==> src/rtl/bpred_btb.sv <==
// Direct-mapped branch target buffer with 2-bit saturating direction counters.
// Fetch-stage lookup is combinational; execute-stage resolution trains the table.
module bpred_btb #(
  parameter int WIDTH     = 32,
  parameter int IDX_BITS  = 4,
  parameter int CNT_WIDTH = 32
) (
  input  logic                 clk,
  input  logic                 reset,
  input  logic [WIDTH-1:0]     PCF,
  output logic                 PredTakenF,
  output logic [WIDTH-1:0]     PredTargetF,
  input  logic                 UpdateE,
  input  logic                 JumpE,
  input  logic                 TakenE,
  input  logic [WIDTH-1:0]     PCE,
  input  logic [WIDTH-1:0]     PCTargetE,
  input  logic                 PredTakenE,
  input  logic [WIDTH-1:0]     PredTargetE,
  output logic                 MispredictE,
  output logic [CNT_WIDTH-1:0] BranchCount,
  output logic [CNT_WIDTH-1:0] MispredCount
);

  localparam int ENTRIES = 2 ** IDX_BITS;
  localparam int TAG_W   = WIDTH - IDX_BITS - 2;

  logic [ENTRIES-1:0]   valid_q, valid_d;
  logic [TAG_W-1:0]     tag_q    [ENTRIES];
  logic [TAG_W-1:0]     tag_d    [ENTRIES];
  logic [WIDTH-1:0]     target_q [ENTRIES];
  logic [WIDTH-1:0]     target_d [ENTRIES];
  logic [1:0]           ctr_q    [ENTRIES];
  logic [1:0]           ctr_d    [ENTRIES];
  logic [CNT_WIDTH-1:0] branch_cnt_q, branch_cnt_d;
  logic [CNT_WIDTH-1:0] mispred_cnt_q, mispred_cnt_d;

  logic [IDX_BITS-1:0]  idx_f, idx_e;
  logic [TAG_W-1:0]     tag_f, tag_e;
  logic                 hit_f, hit_e;
  logic                 pred_taken_f;
  logic [WIDTH-1:0]     pc_plus4_f;
  logic                 mispredict_e;

  function automatic logic [1:0] ctr_inc(input logic [1:0] c);
    return (c == 2'd3) ? 2'd3 : c + 2'd1;
  endfunction

  function automatic logic [1:0] ctr_dec(input logic [1:0] c);
    return (c == 2'd0) ? 2'd0 : c - 2'd1;
  endfunction

  function automatic logic [CNT_WIDTH-1:0] cnt_inc(input logic [CNT_WIDTH-1:0] c);
    return (c == {CNT_WIDTH{1'b1}}) ? c : c + {{(CNT_WIDTH-1){1'b0}}, 1'b1};
  endfunction

  assign idx_f = PCF[IDX_BITS+1:2];
  assign tag_f = PCF[WIDTH-1:IDX_BITS+2];
  assign idx_e = PCE[IDX_BITS+1:2];
  assign tag_e = PCE[WIDTH-1:IDX_BITS+2];

  // Fetch-stage lookup against the pre-edge table contents (no write bypass).
  always_comb begin
    hit_f        = valid_q[idx_f] && (tag_q[idx_f] == tag_f);
    pred_taken_f = hit_f && ctr_q[idx_f][1];
    pc_plus4_f   = PCF + {{(WIDTH-3){1'b0}}, 3'd4};
    if (pred_taken_f) begin
      PredTargetF = target_q[idx_f];
    end else begin
      PredTargetF = pc_plus4_f;
    end
    PredTakenF = pred_taken_f;
  end

  // Misprediction: wrong direction, or taken with the wrong target.
  always_comb begin
    hit_e        = valid_q[idx_e] && (tag_q[idx_e] == tag_e);
    mispredict_e = UpdateE &&
                   ((TakenE != PredTakenE) || (TakenE && (PredTargetE != PCTargetE)));
    MispredictE  = mispredict_e;
  end

  // Next-state table and performance counters from the resolved E-stage branch.
  always_comb begin
    valid_d       = valid_q;
    tag_d         = tag_q;
    target_d      = target_q;
    ctr_d         = ctr_q;
    branch_cnt_d  = branch_cnt_q;
    mispred_cnt_d = mispred_cnt_q;
    if (UpdateE) begin
      branch_cnt_d = cnt_inc(branch_cnt_q);
      if (mispredict_e) begin
        mispred_cnt_d = cnt_inc(mispred_cnt_q);
      end else begin
        mispred_cnt_d = mispred_cnt_q;
      end
      if (hit_e) begin
        if (JumpE) begin
          ctr_d[idx_e] = 2'd3;
        end else if (TakenE) begin
          ctr_d[idx_e] = ctr_inc(ctr_q[idx_e]);
        end else begin
          ctr_d[idx_e] = ctr_dec(ctr_q[idx_e]);
        end
        if (TakenE) begin
          target_d[idx_e] = PCTargetE;
        end else begin
          target_d[idx_e] = target_q[idx_e];
        end
      end else if (TakenE) begin
        // Allocation overwrites whatever aliased entry occupied the slot.
        valid_d[idx_e]  = 1'b1;
        tag_d[idx_e]    = tag_e;
        target_d[idx_e] = PCTargetE;
        ctr_d[idx_e]    = JumpE ? 2'd3 : 2'd2;
      end else begin
        valid_d[idx_e] = valid_q[idx_e];
      end
    end else begin
      branch_cnt_d = branch_cnt_q;
    end
  end

  // State registers; reset wins over a coincident update.
  always_ff @(posedge clk) begin
    if (reset) begin
      valid_q       <= {ENTRIES{1'b0}};
      branch_cnt_q  <= {CNT_WIDTH{1'b0}};
      mispred_cnt_q <= {CNT_WIDTH{1'b0}};
      for (int i = 0; i < ENTRIES; i++) begin
        ctr_q[i] <= 2'd1;
      end
    end else begin
      valid_q       <= valid_d;
      tag_q         <= tag_d;
      target_q      <= target_d;
      ctr_q         <= ctr_d;
      branch_cnt_q  <= branch_cnt_d;
      mispred_cnt_q <= mispred_cnt_d;
    end
  end

  assign BranchCount  = branch_cnt_q;
  assign MispredCount = mispred_cnt_q;

endmodule

==> config.mk <==
export PLATFORM = sky130hd
export DESIGN_NAME = bpred_btb
export DESIGN_NICKNAME = d
export VERILOG_FILES = /design/src/rtl/bpred_btb.sv
export SDC_FILE = /design/constraint.sdc
export NUM_CORES = 2
export LEC_CHECK = 0
export BUFFER_PORTS_ARGS = -buffer_cell sky130_fd_sc_hd__clkbuf_2
export CORE_MARGIN = 3
export CORE_UTILIZATION = 40
export CTS_CLUSTER_SIZE = 25
export DETAILED_ROUTE_END_ITERATION = 8
export GPL_TIMING_DRIVEN = 0
export PLACE_DENSITY = 0.55
export SLEW_MARGIN = 20
export SYNTH_ARGS = -nofsm -noshare
export SYNTH_HDL_FRONTEND = slang
export SYNTH_SLANG_ARGS = --single-unit
==> constraint.sdc <==
create_clock -name clk -period 5.68 [get_ports clk]
set_input_delay 1.136 -clock clk [delete_from_list [all_inputs] [get_ports clk]]
set_output_delay 1.136 -clock clk [all_outputs]
set_load 0.05 [all_outputs]
==> results.py <==
metrics = {
    "logic_synthesis": {
        "yosysTopAreaCell": "edfxtp_1",
        "postSynthRegisterBits": 1040,
        "ys.flop_type": "edfxtp_1",
        "synth-edff-count": 928,
        "netlist.area_leader.share_pct": 44.1,
        "yosysUniqueCellTypes": 70,
        "syn_nets": 4673,
        "synthCells": 4536,
        "synth.avg_cell_area_sq_um": 13.9,
        "syn_area_sq_um": 63200,
        "synth-seq-area-share_pct": 47.7,
        "synthArstFlopShare_pct": 0,
        "yosys_warnings": 0,
        "synth.area.top_cells": "edfxtp_1 44%, mux4_2 20%, mux2i_1 17%",
    },
    "clock_network": {
        "ctsHoldBuffers": 0,
        "cts_num_sinks": 1040,
        "clk-insertion-delay-late_ps": 810,
        "cts_made_buffers": 130,
        "clk_path_buf_depth": 3,
        "cts_max_level": 4,
        "cts_tree": "yes",
        "clk_pin_slew_ps": 60,
        "root_buffer": "clkbuf_16",
    },
    "pwr": {
        "total_power_mw": 19.7,
        "power_leakage_nw": 25.5,
        "p_per_area_nw_per_um2": 262,
        "ir_worst_vdd_mv": 0.331,
    },
    "floorplanning": {
        "core_area_sq_um": 157000,
        "die_w_um": 403,
        "ios": 232,
        "start_util_pct": 40.3,
        "dieArea_sq_um": 163000,
        "rows": 145,
        "die_h_um": 403,
    },
    "timing": {
        "finalHoldViolCount": 0,
        "finalMaxSlewViolations": 0,
        "tightest_slew_ps": 1330,
        "rsz0062_at_grt": "true",
        "post-route-worst-setup-slack_ps": -500,
        "whs_ps": 493,
        "finalSetupViolCount": 45,
        "relSlewSlack_pct": 11.6,
        "setup_tns_ps": -14280,
        "max_freq_ghz": 0.162,
        "post-route-min-period_ps": 6180,
        "period_share_pct": 109,
        "fin_worst_skew_ps": 40.3,
    },
    "global_route": {
        "antenna_found_initial": 11,
        "grt_start_max_net_pins": 24,
        "gr-total-overflow": 0,
        "grt_pass1_vias": 45600,
        "grt_usage_pct": 32.4,
        "grt_pass1_wl_um": 369000,
    },
    "finish": {
        "area_delta_synth_final_pct": 19.1,
        "drive_above_1_share_pct": 28.3,
        "nets": 5121,
        "final_common_cell": "mux2i_1",
        "fin_util_pct": 48.1,
        "instances_no_fill": 7153,
        "final_cell_mix": "1074 x mux2i_1, 928 x edfxtp_1, 601 x nand2_1, 549 x mux4_2, 233 x clkbuf_2",
    },
    "critical_path": {
        "critPathKind": "input pin to output port",
        "crit_path_top_delay_cell": "mux4_2",
        "crit_family": "multiplexers",
        "rrSetupSlack_ps": 710,
        "path_common_cell": "buf_12",
        "cp_cell_sequence": "clkbuf_16 -> buf_12 -> mux4_2 -> mux4_2 -> xnor2_2 -> nand2_1 -> or3b_1 -> nor4b_2 -> nand4_1 -> nor4_4 -> buf_12 -> buf_8 -> buf_12 -> mux2i_4 -> buf_8",
        "worstPathArrival_ps": 5040,
        "cp.required_ps": 4540,
        "endpoint_kind": "output port",
        "worst-path-max-fanout": 6,
        "critPathMaxStageDelay_ps": 580,
        "worstSetupStartpointType": "input pin",
        "critical_path_buf_inv_count": 6,
    },
    "route": {
        "drt_pass1_iterations": 6,
        "drt_iter0_drc": 6825,
        "routed_wirelength_um": 268000,
        "antenna_left": 0,
        "vias_per_cell": 6.61,
        "wl_per_cell_um": 37.4,
        "drc": 0,
        "vias": 47300,
    },
    "place": {
        "io_buffer_count": 189,
        "placedCellCount": 6849,
        "place_congestion": 0.920,
        "place_hpwl_um": 191000,
    },
    "outcome": {
        "violations": "negative setup slack",
        "status": "finished with violations",
    },
    "job": {
        "max-cap-violations": 0,
    },
    "hold_path": {
        "min_path_type": "register to register",
    },
}
-- area by class of cell --
cell class	instances	area (sq um)
clock inverters	65	754
clock buffers	169	3480
well taps	2058	2570
repair buffers	321	3800
multi-input cells	3005	31600
plain buffers	448	2770
flip-flops and latches	1040	30100
diodes	9	22.5
fillers	13600	81300
inverters	38	145
-- Yosys cell counts (all sizes together) (8+ instances only) --
master / count
nand3: 64
o2bb2ai: 48
mux2: 36
nor2b: 19
clkbuf: 263
o22ai: 21
o21ai: 25
a211oi: 13
o221ai: 18
nor2: 126
nor3: 15
nand2: 605
or3: 17
edfxtp: 928
and4: 9
and3: 8
xor2: 100
nand2b: 8
a21oi: 45
mux4: 549
buf: 190
mux2i: 1075
nor4: 21
a22oi: 9
nand4: 28
dfxtp: 112
and2: 8
inv: 38
xnor2: 72
-- per-stage QoR --
step	area, sq um	setup WS, ps
2_1_floorplan	63200	-383
3_3_place_gp	66700	-5510
3_5_place_dp	68800	-3770
4_1_cts	74800	-418
5_1_grt	75200	-550
6_report	75200	-500
-- sequential cells by signal, indices dropped and copies added, names as in the netlist --
name / flops
tag_q: 416
MispredCount: 32
BranchCount: 32
valid_q: 16
ctr_q: 32
target_q: 512
-- metal layers --
layer / share of wire [%] / wire length, um / GRT usage, % / up-vias
met2: 44 / 117000 / 47.2 / 3461
met3: 13 / 34200 / 10.3 / 587
met4: 4.3 / 11600 / 12.9 / 4
li1: - / - / - / 18600
met5: 0.010 / 28 / 0 / -
met1: 39 / 105000 / 44.9 / 24600
-- cells by family (layout without fill, tap and decap cells) --
family          count (synthesis)  count (layout)  synth area share [%]
simple gates                  954             954                  6.55
mux                          1660            1660                  37.3
buf+inv                       491            1041                  3.60
xor+xnor                      172             172                  2.39
fa+ha+maj                       4               4                0.0753
compound gates                215             215                  2.45
other cells                     0               9                     0
flops                        1040            1040                  47.7
-- power by group --
part	internal (mW)	total [mW]	switching, mW
combinational	1.04	2.76	1.72
clock	4.73	8.43	3.71
sequential	8.46	8.55	0.0867
total	14.2	19.7	5.51
-- path summary, 6_finish.rpt --
kind,startpoint,endpoint,cells after the start
worst min register to register,valid_q[15],valid_q[15],2
worst min-delay path,valid_q[15],valid_q[15],2
worst max-delay path,PCF[2],PredTargetF[2],15
worst max register to register,tag_q[305],target_q[73],14
-- timing repair --
item                        CTS  global route
pin swaps                    14            13
gates cloned                  2             2
gates resized for setup     321           101
setup endpoints to repair  1412           711
setup buffers                47            15
-- worst reg2reg max path, delay by kind of cell (launching register included) --
family          cells  cell delay, ps
compound gates      5            1380
mux                 1             550
buf+inv             6            1600
flops               1             410
simple gates        2             740
(Power assumes the default switching activity.)
